$ cat config.mk
export PLATFORM = sky130hd
export DESIGN_NAME = seq_mag_cmp
export DESIGN_NICKNAME = d
export VERILOG_FILES = /design/src/rtl/seq_mag_cmp.sv
export SDC_FILE = /design/constraint.sdc
export NUM_CORES = 1
export LEC_CHECK = 0
export ABC_AREA = 1
export CAP_MARGIN = 5
export CORE_ASPECT_RATIO = 0.8
export CORE_MARGIN = 4
export CORE_UTILIZATION = 50
export DETAILED_ROUTE_END_ITERATION = 6
export GPL_ROUTABILITY_DRIVEN = 0
export GPL_TIMING_DRIVEN = 0
export PLACE_DENSITY = 0.84
export SLEW_MARGIN = 0
export SYNTH_ARGS = -nofsm -noshare
export SYNTH_HDL_FRONTEND = slang
export SYNTH_SLANG_ARGS = --single-unit
$ cat constraint.sdc
create_clock -name clk -period 2.54 [get_ports clk]
set_input_delay 0.508 -clock clk [delete_from_list [all_inputs] [get_ports clk]]
set_output_delay 0.508 -clock clk [all_outputs]
set_load 0.01 [all_outputs]
$ cat src/rtl/seq_mag_cmp.sv
// seq_mag_cmp: multi-cycle MSB-slice-first magnitude comparator with {gt,eq,lt} cascade input.
// Define CMP_SIGNED_EN to add a Signed port selecting two's-complement operands.
module seq_mag_cmp #(
   parameter int WIDTH = 16,
   parameter int SLICE = 4
) (
   input  logic             clk,
   input  logic             rst_n,
   input  logic             start,
   input  logic [WIDTH-1:0] DateA,
   input  logic [WIDTH-1:0] DateB,
   input  logic [2:0]       Cas,
`ifdef CMP_SIGNED_EN
   input  logic             Signed,
`endif
   output logic             busy,
   output logic             done,
   output logic [2:0]       Q
);
   localparam int NSLICE = WIDTH / SLICE;
   localparam int IW = NSLICE > 1 ? $clog2(NSLICE) : 1;
   localparam logic [IW-1:0] TOP = IW'(NSLICE - 1);
   typedef enum logic {IDLE, RUN} state_t;
   state_t           state;
   logic [WIDTH-1:0] a, b;
   logic [2:0]       cas, res;
   logic [IW-1:0]    idx;
   logic [SLICE-1:0] sa, sb, flip;
`ifdef CMP_SIGNED_EN
   logic sgn;
   // inverting the sign bit of the top slice turns a two's-complement compare into an unsigned one
   assign flip = (sgn && idx == TOP) ? SLICE'(1) << (SLICE - 1) : '0;
`else
   assign flip = '0;
`endif
   assign sa  = a[int'(idx) * SLICE +: SLICE] ^ flip;
   assign sb  = b[int'(idx) * SLICE +: SLICE] ^ flip;
   assign res = cas[1] ? 3'b010 : cas == 3'b000 ? 3'b101 : cas == 3'b101 ? 3'b000 : cas;
   always_ff @(posedge clk or negedge rst_n)
      if (!rst_n) begin
         state <= IDLE;
         busy  <= 1'b0;
         done  <= 1'b0;
         Q     <= 3'b000;
         idx   <= '0;
         a     <= '0;
         b     <= '0;
         cas   <= 3'b000;
`ifdef CMP_SIGNED_EN
         sgn   <= 1'b0;
`endif
      end else begin
         done <= 1'b0;
         if (state == IDLE) begin
            if (start) begin
               a     <= DateA;
               b     <= DateB;
               cas   <= Cas;
`ifdef CMP_SIGNED_EN
               sgn   <= Signed;
`endif
               idx   <= TOP;
               busy  <= 1'b1;
               state <= RUN;
            end
         end else if (sa != sb || idx == '0) begin
            Q     <= sa > sb ? 3'b100 : sa < sb ? 3'b001 : res;
            done  <= 1'b1;
            busy  <= 1'b0;
            state <= IDLE;
         end else
            idx <= idx - 1'b1;
      end
endmodule

==> results.py, run 1 <==
metrics = {
    "drt": {
        "routed-via-count": 1437,
        "vias_per_cell": 5.11,
        "dr.pass1.iters": 4,
        "drtAntennaViolNets": 0,
        "post-route-drc-count": 0,
        "wl_per_cell_um": 14.3,
        "drt_iter0_markers": 56,
        "finalWirelength_um": 4020,
    },
    "cts": {
        "root_buffer": "clkbuf_8",
        "cts_hold_buf": 0,
        "cts_buffers": 5,
        "clk_latency_ns": 0.29,
        "clkTransAtPathRegs_ns": 0.07,
        "cts.sinks": 43,
        "htreeDepth": 2,
        "cts_tree": "built",
        "clockBufferDepth": 2,
    },
    "timing": {
        "fin_skew_ns": 0.00627,
        "setup-violations-final": 0,
        "min_period_ns": 2.29,
        "fin_tns_setup_ns": 0,
        "maxSlewViolCount": 0,
        "fmaxAchievable_mhz": 436,
        "max-slew-margin-rel_pct": 79.8,
        "finalCritPeriodShare_pct": 90.3,
        "final_hold_viol_count": 0,
        "rsz0062_at_grt": "no",
        "worst_pin_slew_ns": 0.302,
    },
    "power_and_ir_drop": {
        "p_comb_share_pct": 46.3,
        "switching_power_mw": 1.03,
        "p_int_mw": 1.81,
        "p_leak_nw": 1.14,
        "p_per_area_nw_per_um2": 1110,
        "ir_drop_mv": 0.528,
        "p_clk_share_pct": 13.8,
        "fin_total_pwr_mw": 2.84,
        "p_seq_share_pct": 39.9,
        "swShare_pct": 36.3,
    },
    "floorplan": {
        "die_x_um": 78.4,
        "io_pins": 43,
        "die_h_um": 64.3,
        "dieArea_um2": 5040,
        "rows": 20,
        "initial_core_util_pct": 52.1,
        "core_um2": 3800,
    },
    "global_routing": {
        "grt_max_degree": 37,
        "grtUsageTotal_pct": 17.9,
        "grt.overflow.total": 0,
        "grt_pass1_vias": 1478,
        "antenna_found_initial": 0,
        "grt_pass1_wl_um": 6820,
    },
    "placed_design": {
        "dpl_cell_area_um2": 2490,
        "dp_hpwl_um": 2920,
        "numPortBuffers": 42,
    },
    "status": {
        "status": "complete, no violations",
    },
    "layout": {
        "nNetsFinal": 270,
        "design_area_um2": 2560,
        "antenna_cells": 0,
        "drive_gt1_share_pct": 23.5,
        "area_growth_pct": 29.3,
        "fillers": 323,
    },
    "synth": {
        "syn_area_per_cell_um2": 11.2,
        "syn_inst": 177,
        "synth-seq-cells": 43,
        "yosysSeqAreaShare_pct": 54.3,
        "yosysWarningCount": 0,
        "ys_types": 18,
        "syn_nets": 220,
        "syn-cell-area_um2": 1980,
    },
    "critical_path": {
        "r2r_cells": 12,
        "worstPathMaxFanout": 10,
        "critPathKind": "reg -> reg",
        "critPathLaunchType": "register",
        "reg2reg_setup_slack_ns": 0.25,
        "rr_startpoint": "idx[0]",
        "required_ns": 2.76,
        "crit_arrival_ns": 2.51,
        "endpoint_kind": "register",
        "worstReg2RegEnd": "idx[1]",
    },
    "flow_run": {
        "drv_cap": 0,
    },
    "min_path": {
        "hold_class": "in -> async",
    },
}
-- layout make-up --
class                      instances  area (um2)  area share (%)
tap                               55        68.8            2.68
multi-input combinational        115         810            31.6
clock buffer                       6        72.6            2.83
buffer                             8        60.1            2.34
timing repair buffer              43         435            17.0
sequential                        43        1080            42.0
inverter                          11        41.3            1.61
-- power groups by stage --
stage	Combinational (mW)	Sequential [mW]	Clock, mW
2_1_floorplan	0.938	1.11	0
3_3_place_gp	1.25	1.13	0
3_5_place_dp	1.31	1.15	0
4_1_cts	1.32	1.13	0.406
5_1_grt	1.50	1.17	0.428
6_report	1.32	1.13	0.391
-- synthesized netlist by cell type (all sizes together) --
master	count	area, um2
inv	11	41.3
o22ai	4	25.0
buf	8	60.1
nand3	3	15.0
a32o	4	40.0
dfrtp	43	1080
a21oi	8	40.0
o21ai	11	55.1
ha	5	62.6
mux2	33	387
nand2	35	136
nor2	12	45.0
-- per-stage QoR --
step	utilization [%]	hold WS (ns)	instances	setup WS, ns
2_1_floorplan	-	0.212	177	0.595
3_3_place_gp	65.0	0.459	274	-0.0995
3_5_place_dp	65.4	0.367	275	0.238
4_1_cts	67.3	0.0460	281	0.212
5_1_grt	67.4	0.0506	281	0.0554
6_report	67.4	0.0491	281	0.247
-- placed cells by master (no fill, tap or decap), drive strengths merged, types with 6 or more instances in the layout --
master,n
o21ai,11
a21oi,8
nand2,35
buf,10
inv,11
clkdlybuf4s50,41
clkbuf,6
nor2,12
mux2,33
dfrtp,43
-- timing repair --
item	in CTS	in global routing
setup endpoints to repair	0	4
resized for setup	0	1
setup buffers	0	0
-- metal layers --
| layer | routed length, um | part of all wire (%) | track usage, % | up-vias |
|---|---|---|---|---|
| li1 | - | - | - | 691 |
| met4 | 75 | 1.9 | 7.21 | 0 |
| met2 | 1920 | 48 | 28.3 | 38 |
| met1 | 1810 | 45 | 23.4 | 703 |
| met3 | 214 | 5.3 | 5.07 | 5 |
| met5 | 0 | 0 | 0 | - |
-- how the worst max path moves through the flow --
stage	start	to	slack, ns
6_report	idx[0]	idx[1]	0.25
5_1_grt	idx[0]	Q[1]	0.06
4_1_cts	idx[0]	Q[0]	0.21
3_5_place_dp	idx[0]	Q[0]	0.24
3_3_place_gp	rst_n	b[14]	-0.1
2_1_floorplan	idx[0]	Q[2]	0.59
-- sequential cells by signal (all words and copies together), names as in the netlist --
name,cells
a,16
b,16
Q,3
cas,3
idx,2
busy,1
done,1
state,1
-- critical path: stages, from the launching register on --
cell and delay [ns]:
dfrtp_1 0.32, buf_2 0.20, inv_2 0.11, buf_4 0.19
o21ai_0 0.19, o22ai_1 0.12, ha_1 0.32, nand2_1 0.08
nor2_1 0.27, nand3_1 0.18, nand2_2 0.12, nand2_1 0.05
o21ai_1 0.07
-- logic make-up (layout without fill, tap and decap cells) --
kind of cell	Yosys count	after routing	share of synthesized area, %
mux	33	33	19.5
compound gates	27	27	8.08
flops	43	43	54.3
simple gates	50	50	9.90
fa+ha+maj	5	5	3.15
buf+inv	19	68	5.11
Power figures use the tool's default switching activity.
==> inputs of run 2 (changes only) <==
- clock period: 2.54 -> 2.8 ns (I/O delays scaled with it)
==> results.py, run 2 (same netlist as run 1, synthesis figures left out) <==
metrics = {
    "critical_path": {
        "endpoint_kind": "register",
        "cp_num_cells": 11,
        "critPathKind": "reg -> reg",
        "crit_start": "idx[1]",
        "rr_startpoint": "idx[1]",
        "crit_top_cell": "nand2_1",
        "critical_path.top_delay_family": "compound AO/OA/AOI/OAI gates",
        "cp_slowest_cell": "dfrtp_1",
        "required_ns": 2.98,
        "cp_cell_sequence": "inv_1 -> buf_2 -> o21ai_0 -> o22ai_1 -> ha_1 -> nand2_1 -> nor2_1 -> a21oi_1 -> inv_1 -> nand2_1 -> nand2_1",
        "worstReg2RegEnd": "Q[2]",
        "critPathLaunchType": "register",
        "crit_arrival_ns": 2.53,
        "max_stage_delay_ns": 0.44,
        "worstPathMaxFanout": 10,
        "r2r_cells": 11,
        "cp.buffers_inverters": 3,
        "reg2reg_setup_slack_ns": 0.46,
        "cp-endpoint": "Q[2]",
    },
    "placed_design": {
        "dp_hpwl_um": 2920,
        "dp_slack_ns": 0.498,
        "numPortBuffers": 42,
        "place_inst": 275,
    },
    "drt": {
        "drtAntennaViolNets": 0,
        "drt_iter0_markers": 63,
        "routed-via-count": 1431,
        "vias_per_cell": 5.09,
        "post-route-drc-count": 0,
        "wl_per_cell_um": 14.2,
        "finalWirelength_um": 4000,
        "dr.pass1.iters": 4,
    },
    "cts": {
        "root_buffer": "clkbuf_8",
        "clkTransAtPathRegs_ns": 0.07,
        "htreeDepth": 2,
        "cts_resized": 0,
        "cts_buffers": 5,
        "cts.sinks": 43,
        "clockBufferDepth": 2,
        "cts_tree": "built",
        "cts_hold_buf": 0,
        "post-cts-setup-buffers": 0,
        "clk_latency_ns": 0.29,
    },
    "timing": {
        "whs_ns": 0.101,
        "max-slew-margin-rel_pct": 79.2,
        "maxSlewViolCount": 0,
        "fin_skew_ns": 0.00602,
        "final_hold_viol_count": 0,
        "fin_ws_ns": 0.456,
        "finalCritPeriodShare_pct": 83.7,
        "worst_pin_slew_ns": 0.312,
        "fmaxAchievable_mhz": 427,
        "setup-violations-final": 0,
        "fin_tns_setup_ns": 0,
        "rsz0062_at_grt": "no",
        "min_period_ns": 2.34,
    },
    "floorplan": {
        "io_pins": 43,
        "core_um2": 3800,
        "initial_core_util_pct": 52.1,
        "die_x_um": 78.4,
        "rows": 20,
        "dieArea_um2": 5040,
        "die_h_um": 64.3,
    },
    "layout": {
        "fillers": 325,
        "reg_top3": "a: 16 flops, b: 16 flops",
        "layout_commonest_cell": "dfrtp_1",
        "final_cell_mix": "dfrtp_1, clkdlybuf4s50_1, nand2_1",
        "register_area_um2": 1080,
        "drive_gt1_share_pct": 23.0,
        "area_growth_pct": 29.1,
        "multi_input_area_um2": 806,
        "nNetsFinal": 270,
        "antenna_cells": 0,
        "instances_no_fill": 281,
    },
    "power_and_ir_drop": {
        "p_leak_nw": 1.14,
        "ir_drop_mv": 0.478,
        "fin_total_pwr_mw": 2.57,
        "p_per_area_nw_per_um2": 1000,
    },
    "global_routing": {
        "grtUsageTotal_pct": 17.9,
        "grt_pass1_wl_um": 6820,
        "antenna_found_initial": 0,
        "grt.overflow.total": 0,
        "grt_pass1_vias": 1478,
        "grt_max_degree": 37,
    },
    "status": {
        "status": "complete, no violations",
    },
    "flow_run": {
        "drv_cap": 0,
    },
    "min_path": {
        "hold_class": "in -> async",
    },
}
[run 2: cell counts in the layout (fill, tap and decap cells not counted)]
No cell type changed its count.
[run 2: worst min-delay path by stage]
stage | endpoint | slack (ns) | cells past startpoint
6_report | a[2] | 0.10 | 1
3_5_place_dp | a[2] | 0.42 | 1
5_1_grt | a[7] | 0.10 | 1
2_1_floorplan | Q[0] | 0.26 | 0
4_1_cts | a[7] | 0.1 | 1
3_3_place_gp | busy | 0.46 | 2
[run 2: area by class of cell]
class,count,share of cell area [%]
Inverter,11,1.61
Clock buffer,6,2.83
Sequential cell,43,42.0
Buffer,8,2.35
Timing Repair Buffer,43,17.0
Multi-Input combinational cell,115,31.5
Tap cell,55,2.69
[run 2: where the power goes]
| part | switching, mW | internal (mW) | total (mW) |
|---|---|---|---|
| logic | 0.598 | 0.589 | 1.19 |
| registers | 0.142 | 0.887 | 1.03 |
| clock network | 0.188 | 0.166 | 0.355 |
| total | 0.929 | 1.64 | 2.57 |
[run 2: metal layers]
layer	GRT usage [%]	vias to the layer above	wire length (um)
li1	-	692	-
met1	23.4	700	1820
met2	28.3	34	1900
met3	5.07	5	209
met4	7.21	0	75
met5	0	-	0
[run 2: through the flow]
step	cell area [um2]	util, %
after global routing	2560	67.3
final	2560	67.3
after global placement	2470	65.0
after detailed placement	2490	65.4
after CTS	2560	67.3
after floorplan	1980	-
